## src/rtl/reloj_bcd_24h.sv

```systemverilog
// 24-hour BCD time-of-day counter (HH:MM) with a 1 s prescaler, hidden seconds,
// a set mode that advances hours/minutes from button pulses, and a colon blink output.
module reloj_bcd_24h #(
    parameter int TICKS_PER_SEC = 100000000
) (
    input  logic       clk,
    input  logic       rst,
    input  logic       SetMode,
    input  logic       IncHor,
    input  logic       IncMin,
    output logic [3:0] DecHor,
    output logic [3:0] UniHor,
    output logic [3:0] DecMin,
    output logic [3:0] UniMin,
    output logic       SecBlink
);
    localparam int PW = $clog2(TICKS_PER_SEC);
    localparam logic [PW-1:0] PS_LAST = PW'(TICKS_PER_SEC - 1);

    logic [PW-1:0] prescaler_q, prescaler_d;
    logic [5:0]    sec_q, sec_d;
    logic [3:0]    dec_hor_q, dec_hor_d, uni_hor_q, uni_hor_d;
    logic [3:0]    dec_min_q, dec_min_d, uni_min_q, uni_min_d;
    logic          blink_q, blink_d;
    logic          tick, min_step, hor_step;

    // Tick is suppressed while setting, so a SetMode rise on terminal count never advances time.
    assign tick = (prescaler_q == PS_LAST) && !SetMode;

    always_comb begin
        prescaler_d = prescaler_q;
        sec_d       = sec_q;
        blink_d     = blink_q;
        dec_hor_d   = dec_hor_q;
        uni_hor_d   = uni_hor_q;
        dec_min_d   = dec_min_q;
        uni_min_d   = uni_min_q;
        min_step    = 1'b0;
        hor_step    = 1'b0;

        if (SetMode) begin
            prescaler_d = '0;
            sec_d       = '0;
            blink_d     = 1'b0;
            min_step    = IncMin;
            hor_step    = IncHor;
        end else begin
            prescaler_d = tick ? '0 : prescaler_q + 1'b1;
            if (tick) begin
                blink_d = ~blink_q;
                if (sec_q == 6'd59) begin
                    sec_d    = '0;
                    min_step = 1'b1;
                    hor_step = (dec_min_q == 4'd5) && (uni_min_q == 4'd9);
                end else begin
                    sec_d = sec_q + 6'd1;
                end
            end
        end

        if (min_step) begin
            if (uni_min_q == 4'd9) begin
                uni_min_d = 4'd0;
                dec_min_d = (dec_min_q == 4'd5) ? 4'd0 : dec_min_q + 4'd1;
            end else begin
                uni_min_d = uni_min_q + 4'd1;
            end
        end

        if (hor_step) begin
            if ((dec_hor_q == 4'd2) && (uni_hor_q == 4'd3)) begin
                dec_hor_d = 4'd0;
                uni_hor_d = 4'd0;
            end else if (uni_hor_q == 4'd9) begin
                uni_hor_d = 4'd0;
                dec_hor_d = dec_hor_q + 4'd1;
            end else begin
                uni_hor_d = uni_hor_q + 4'd1;
            end
        end
    end

    always_ff @(posedge clk) begin
        if (rst) begin
            prescaler_q <= '0;
            sec_q       <= '0;
            blink_q     <= 1'b0;
            dec_hor_q   <= '0;
            uni_hor_q   <= '0;
            dec_min_q   <= '0;
            uni_min_q   <= '0;
        end else begin
            prescaler_q <= prescaler_d;
            sec_q       <= sec_d;
            blink_q     <= blink_d;
            dec_hor_q   <= dec_hor_d;
            uni_hor_q   <= uni_hor_d;
            dec_min_q   <= dec_min_d;
            uni_min_q   <= uni_min_d;
        end
    end

    assign DecHor   = dec_hor_q;
    assign UniHor   = uni_hor_q;
    assign DecMin   = dec_min_q;
    assign UniMin   = uni_min_q;
    assign SecBlink = blink_q;
endmodule

```

## config.mk

```make
export PLATFORM = sky130hd
export DESIGN_NAME = reloj_bcd_24h
export DESIGN_NICKNAME = d
export VERILOG_FILES = /design/src/rtl/reloj_bcd_24h.sv
export SDC_FILE = /design/constraint.sdc
export NUM_CORES = 1
export LEC_CHECK = 0
export ABC_AREA = 1
export ABC_CLOCK_PERIOD_IN_PS = 2000
export CORE_MARGIN = 1
export CORE_UTILIZATION = 40
export CTS_CLUSTER_DIAMETER = 80
export DETAILED_ROUTE_END_ITERATION = 8
export PLACE_DENSITY = 0.65
export SLEW_MARGIN = 10
export SYNTH_ARGS = -nofsm -noshare
export SYNTH_HDL_FRONTEND = slang
export SYNTH_SLANG_ARGS = --single-unit
export TNS_END_PERCENT = 100
```

## constraint.sdc

```tcl
create_clock -name clk -period 2 [get_ports clk]
set_input_delay 0.4 -clock clk [delete_from_list [all_inputs] [get_ports clk]]
set_output_delay 0.4 -clock clk [all_outputs]
set_load 0.01 [all_outputs]
```

[After elaboration in Yosys (flattened, before gate mapping)]
Cells that the tools add are included.
Word-level totals
  register bits: 50
  latch bits: 0
  RAM bits: 0
  ROM bits: 0
  input bits: 5
  output and inout port bits: 17
  word-level logic and storage cells: 43
  memories kept: 0
Operators by class
  $add $sub $neg: 6
  $mul: 0
  div/mod/pow operators: 0
  magnitude comparators: 0
  equal/unequal tests: 7
  shift-type cells: 0
  muxes and demuxes: 13
  bitwise gates (word level): 1
  reduce and logical (&&, ||, !) cells: 9
Operators by type and width (count)
  27-bit by 1-bit adder with 27-bit output (second input constant): 1
  27-bit == test (second input constant): 1
  4-bit 2-to-1 mux: 6
  4-bit by 1-bit adder with 4-bit output (second input constant): 4
  4-bit by 2-bit == test with 1-bit output (second input constant): 2
  4-bit == test (second input constant): 2
  6-bit by 1-bit adder with 6-bit output (second input constant): 1
  6-bit == test (second input constant): 1
  1-bit 2-to-1 mux: 6
  6-bit 2-to-1 mux: 1
  4-bit by 3-bit == test with 1-bit output (second input constant): 1
  2-bit AND reduction: 2
  1-bit logical AND: 3
  3-bit OR reduction: 1
  2-bit nonzero test: 1
  2-bit OR reduction: 1
  1-bit logical NOT: 1
  1-bit NOT: 1

[Longest topological paths before layout]
  word-level depth: 6
  mapped depth: 11
  depth with buffers taken out: 11

[Least setup slack after synthesis]
Ideal clock, no wire load.
  path type: reg2reg
  start point: register prescaler_q[0]
  end point: register prescaler_q[23]
  setup time: 0.125 ns
  arrival: 1.438 ns
  data required time: 1.875 ns
  slack: 0.437 ns
  cell stages (with the launch flop): 10
  buffers on the path: 1
  clock period less this slack: 1.563 ns
  cells stage by stage: dfxtp_1 -> ha_1 -> nand2_1 -> nor2_2 -> nand2_4 -> nor2_1 -> nand3_2 -> nand2_2 -> buf_4 -> a21oi_1
Between the ends
  longest elaborated chain between the ends: 3
  elaborated cells between the ends (all ways): 4
  classes of those cells: add/sub: 1; eq/ne: 1; reduce/logical: 2
Ends and longest elaborated chain
  start: declaration: RTL line 20  | logic [PW-1:0] prescaler_q, prescaler_d;
  start signal: assignment: RTL line 93  | prescaler_q <= prescaler_d;
  parallel branches: the longest is 3 deep, another holds 27-bit by 1-bit adder with 27-bit output
Parallel ways; which one is timed is not known.
A chain may end at the register's enable or synchronous reset.

[Worst setup path in the final report]
  start point: register dec_min_q[0], in the netlist DecMin[0]
  end point: output DecMin[0]
RTL lines
  start: declaration: RTL line 23  | logic [3:0] dec_min_q, dec_min_d, uni_min_q, uni_min_d;
  start signal: assignment: RTL line 98  | dec_min_q <= dec_min_d;
  end: declaration: RTL line 13  | output logic [3:0] DecMin,
No word-level cell between the ends.

==> impl_metrics.json <==
{
  "power.share.clock_pct": 37.8,
  "post-route-min-period_ns": 1.76,
  "vias": 2469,
  "netSwitchingFraction_pct": 21.5,
  "critical_path.cell_chain": "clkdlybuf4s50_1",
  "p_comb_share_pct": 5.3,
  "clock_tree.htree_level_count": 2,
  "path_clk_slew_ns": 0.08,
  "worst_vdd_ir_mv": 0.307,
  "antenna_violating_nets_post_route": 0,
  "nets": 437,
  "intPower_w": 0.00140,
  "cpLargestDelayFamily": "buffers and inverters",
  "total_leakage_power_nw": 1.23,
  "crit-reg2reg-launch": "prescaler_q[0]$_SDFF_PP0_",
  "cpMaxStageDelayCell": "sky130_fd_sc_hd__clkdlybuf4s50_1",
  "netlist.top_cell.by_area": "sky130_fd_sc_hd__dfxtp_1",
  "placed_cell_area_sq_mm": 0.00317,
  "crit_path_max_incr_delay_ns": 0.59,
  "synth_fp_nets": 405,
  "drc": 0,
  "drive_above_1_share_pct": 11.7,
  "worstSetupStartpoint": "DecMin[0]$_SDFFE_PP0P_",
  "setup_viol_count_final": 0,
  "max-slew-margin-rel_pct": 67.1,
  "clock_tree_from_tritoncts": "built",
  "worst_setup_path_start_kind": "flop",
  "cp_data_required_time_ns": 1.60,
  "drt_pass1_iterations": 4,
  "dieWidth_um": 85.7,
  "ios": 22,
  "max-cap-violations": 0,
  "critical_path.endpoint": "DecMin[0]",
  "min_path_type": "reg -> reg",
  "wire_length_per_cell_um": 10.8,
  "cts.sink_count": 50,
  "clk_latency_ns": 0.30,
  "initialDrtViolationCount": 100,
  "synth-seq-area-share_pct": 35.7,
  "areaGrowthSynthToFinish_pct": 17.1,
  "yosys.cell_types.count": 40,
  "total_inserted_antenna_cells": 0,
  "design_area_sq_mm": 0.00328,
  "synthesis.instances": 394,
  "cp-end-kind": "primary output",
  "setup-tns-final_ns": 0,
  "rr_worst_depth": 10,
  "clockRootBuffer": "sky130_fd_sc_hd__clkbuf_8",
  "yosysWarnings": 0,
  "total_switching_power_w": 0.000383,
  "fp.dieH_um": 85.7,
  "core_sq_mm": 0.00679,
  "dp.final_hpwl_mm": 4.23,
  "final_hold_violation_count": 0,
  "synthTopCellsByArea": "sky130_fd_sc_hd__dfxtp_1 36%, sky130_fd_sc_hd__nand2_1 10%, sky130_fd_sc_hd__nor2_1 7.6%, sky130_fd_sc_hd__inv_1 6.7%, sky130_fd_sc_hd__nand3_1 5.0%",
  "worstPathBufferInverterCount": 1,
  "flop_and_latch_count_out_of_synthesis": 50,
  "cts-buffers-inserted": 5,
  "die-area_sq_mm": 0.00735,
  "postCtsHoldBufs": 0,
  "power_density_mw_per_mm2": 542,
  "synth_edf_count": 0,
  "maximum_buffer_depth_of_the_clock_tree": 2,
  "rows": 30,
  "regToRegEndpoint": "prescaler_q[22]$_SDFF_PP0_",
  "post-synth-top-count-cell": "sky130_fd_sc_hd__nand2_1",
  "fmax_mhz": 569,
  "share_of_the_synthesized_area_in_the_top_cell_type_pct": 35.7,
  "crit_path_max_fanout": 8,
  "synth-async-reset-ratio_pct": 0,
  "regToRegSetupSlack_ns": 0.28,
  "syn-mean-instance-area_sq_um": 7.12,
  "floorplan.initialDensity_pct": 41.3,
  "routabilityCongestion": 0.816,
  "p_total_w": 0.00178,
  "final_min_period_over_clock_period_pct": 87.8,
  "grt_usage_pct": 17.0,
  "critical_path_class": "reg -> out",
  "post_synth_most_frequent_cells": "77 x sky130_fd_sc_hd__nand2_1, 57 x sky130_fd_sc_hd__nor2_1, 50 x sky130_fd_sc_hd__dfxtp_1, 50 x sky130_fd_sc_hd__inv_1, 28 x sky130_fd_sc_hd__nand3_1",
  "power.sequential.fraction_pct": 56.9,
  "via_count_of_the_first_global_routing_pass": 2320,
  "cts_post_setup_buffers_inserted": 0,
  "number_of_antenna_violations_at_the_first_check_in_global_routing": 0,
  "post_cts_resized": 0,
  "synth_area_sq_mm": 0.00281,
  "rsz_0062_raised_after_global_routing": "false",
  "outcome": "complete, no violations",
  "routed_wl_mm": 5.64,
  "grt_pass1_wl_mm": 10.1,
  "timing_worst_slew_pin_value_ns": 0.486,
  "timing.critical_path.arrival_ns": 1.36,
  "grt_start_max_net_pins": 15,
  "cp_num_cells": 1,
  "synth-main-ff-cell": "sky130_fd_sc_hd__dfxtp_1",
  "portBuffers": 21,
  "finalClockSkew_ns": 0.00934,
  "routed_via_density": 4.72,
  "aggregate_global_routing_overflow": 0,
  "slew_violations": 0
}
[final cells by class]
class	count	area (sq um)
inverters	54	203
clock buffers	8	110
well taps	96	120
fillers	667	3510
repair buffers	29	283
flip-flops and latches	50	1000
multi-input cells	286	1570
[power groups by stage]
stage           logic, W  clock network [W]  registers [W]
3_5_place_dp   0.0000935                  0        0.00104
2_1_floorplan  0.0000504                  0        0.00104
3_3_place_gp   0.0000930                  0        0.00104
6_report       0.0000935           0.000673        0.00101
4_1_cts        0.0000941           0.000705        0.00101
5_1_grt         0.000105           0.000742        0.00101
[through the flow]
stage / worst slack [ns] / instances / hold slack [ns] / utilization [%]
finish: 0.244 / 523 / 0.449 / 48.3
global route: 0.0335 / 523 / 0.480 / 48.3
detailed placement: 0.0308 / 515 / 0.441 / 46.7
floorplan: 0.437 / 394 / 0.417 / -
CTS: 0.241 / 523 / 0.454 / 48.3
global placement: 0.0609 / 515 / 0.431 / 46.7
[cell usage in the layout (no fill, tap or decap), types with 2 or more instances in the layout]
cell type	netlist	layout
sky130_fd_sc_hd__nand4_1	10	10
sky130_fd_sc_hd__nor2_2	3	3
sky130_fd_sc_hd__buf_4	1	7
sky130_fd_sc_hd__clkbuf_8	0	8
sky130_fd_sc_hd__nand2_4	3	3
sky130_fd_sc_hd__o21ai_0	8	8
sky130_fd_sc_hd__ha_1	6	6
sky130_fd_sc_hd__nand3_1	28	28
sky130_fd_sc_hd__nand2_2	6	6
sky130_fd_sc_hd__xnor2_1	3	3
sky130_fd_sc_hd__a31oi_1	4	4
sky130_fd_sc_hd__nor3_2	4	4
sky130_fd_sc_hd__nor2_4	6	6
sky130_fd_sc_hd__inv_2	4	4
sky130_fd_sc_hd__nor2_1	57	57
sky130_fd_sc_hd__o21ai_1	2	2
sky130_fd_sc_hd__o31ai_1	2	2
sky130_fd_sc_hd__nand2_1	77	77
sky130_fd_sc_hd__xor2_1	13	13
sky130_fd_sc_hd__nand3b_1	2	2
sky130_fd_sc_hd__dfxtp_1	50	50
sky130_fd_sc_hd__nor3b_1	3	3
sky130_fd_sc_hd__nor3_1	10	10
sky130_fd_sc_hd__nand3_2	2	2
sky130_fd_sc_hd__a21oi_1	21	21
sky130_fd_sc_hd__nor3b_2	3	3
sky130_fd_sc_hd__clkdlybuf4s50_1	0	21
sky130_fd_sc_hd__inv_1	50	50
sky130_fd_sc_hd__and2_1	2	2
[flip-flops by register name, indices dropped and copies added, names as in the netlist]
name	cells
DecHor	4
DecMin	4
SecBlink	1
UniHor	4
UniMin	4
prescaler_q	27
sec_q	6
[worst min-delay path by stage]
stage          cells past startpoint  slack (ns)                       start                         end
2_1_floorplan                      1        0.42   prescaler_q[0]$_SDFF_PP0_   prescaler_q[0]$_SDFF_PP0_
3_3_place_gp                       1        0.43   prescaler_q[0]$_SDFF_PP0_   prescaler_q[0]$_SDFF_PP0_
3_5_place_dp                       1        0.44   prescaler_q[0]$_SDFF_PP0_   prescaler_q[0]$_SDFF_PP0_
4_1_cts                            1        0.45   prescaler_q[0]$_SDFF_PP0_   prescaler_q[0]$_SDFF_PP0_
5_1_grt                            2        0.48  prescaler_q[25]$_SDFF_PP0_  prescaler_q[25]$_SDFF_PP0_
6_report                           1        0.45   prescaler_q[0]$_SDFF_PP0_   prescaler_q[0]$_SDFF_PP0_
[kinds of logic after synthesis]
logic type	share of synthesized area [%]
simple gates	40.4
buf+inv	8.43
flops	35.7
compound gates	7.81
xor+xnor	5.00
fa+ha+maj	2.68
[layer usage]
metal  wire length, um  GRT usage (%)  up-vias
li1                  -              -     1329
met1              2940           22.7     1088
met2              2430           27.3       47
met3               207           3.56        5
met4                66           5.45        0
met5                 0              0        -
No activity file was read; power rests on OpenSTA's default activity.
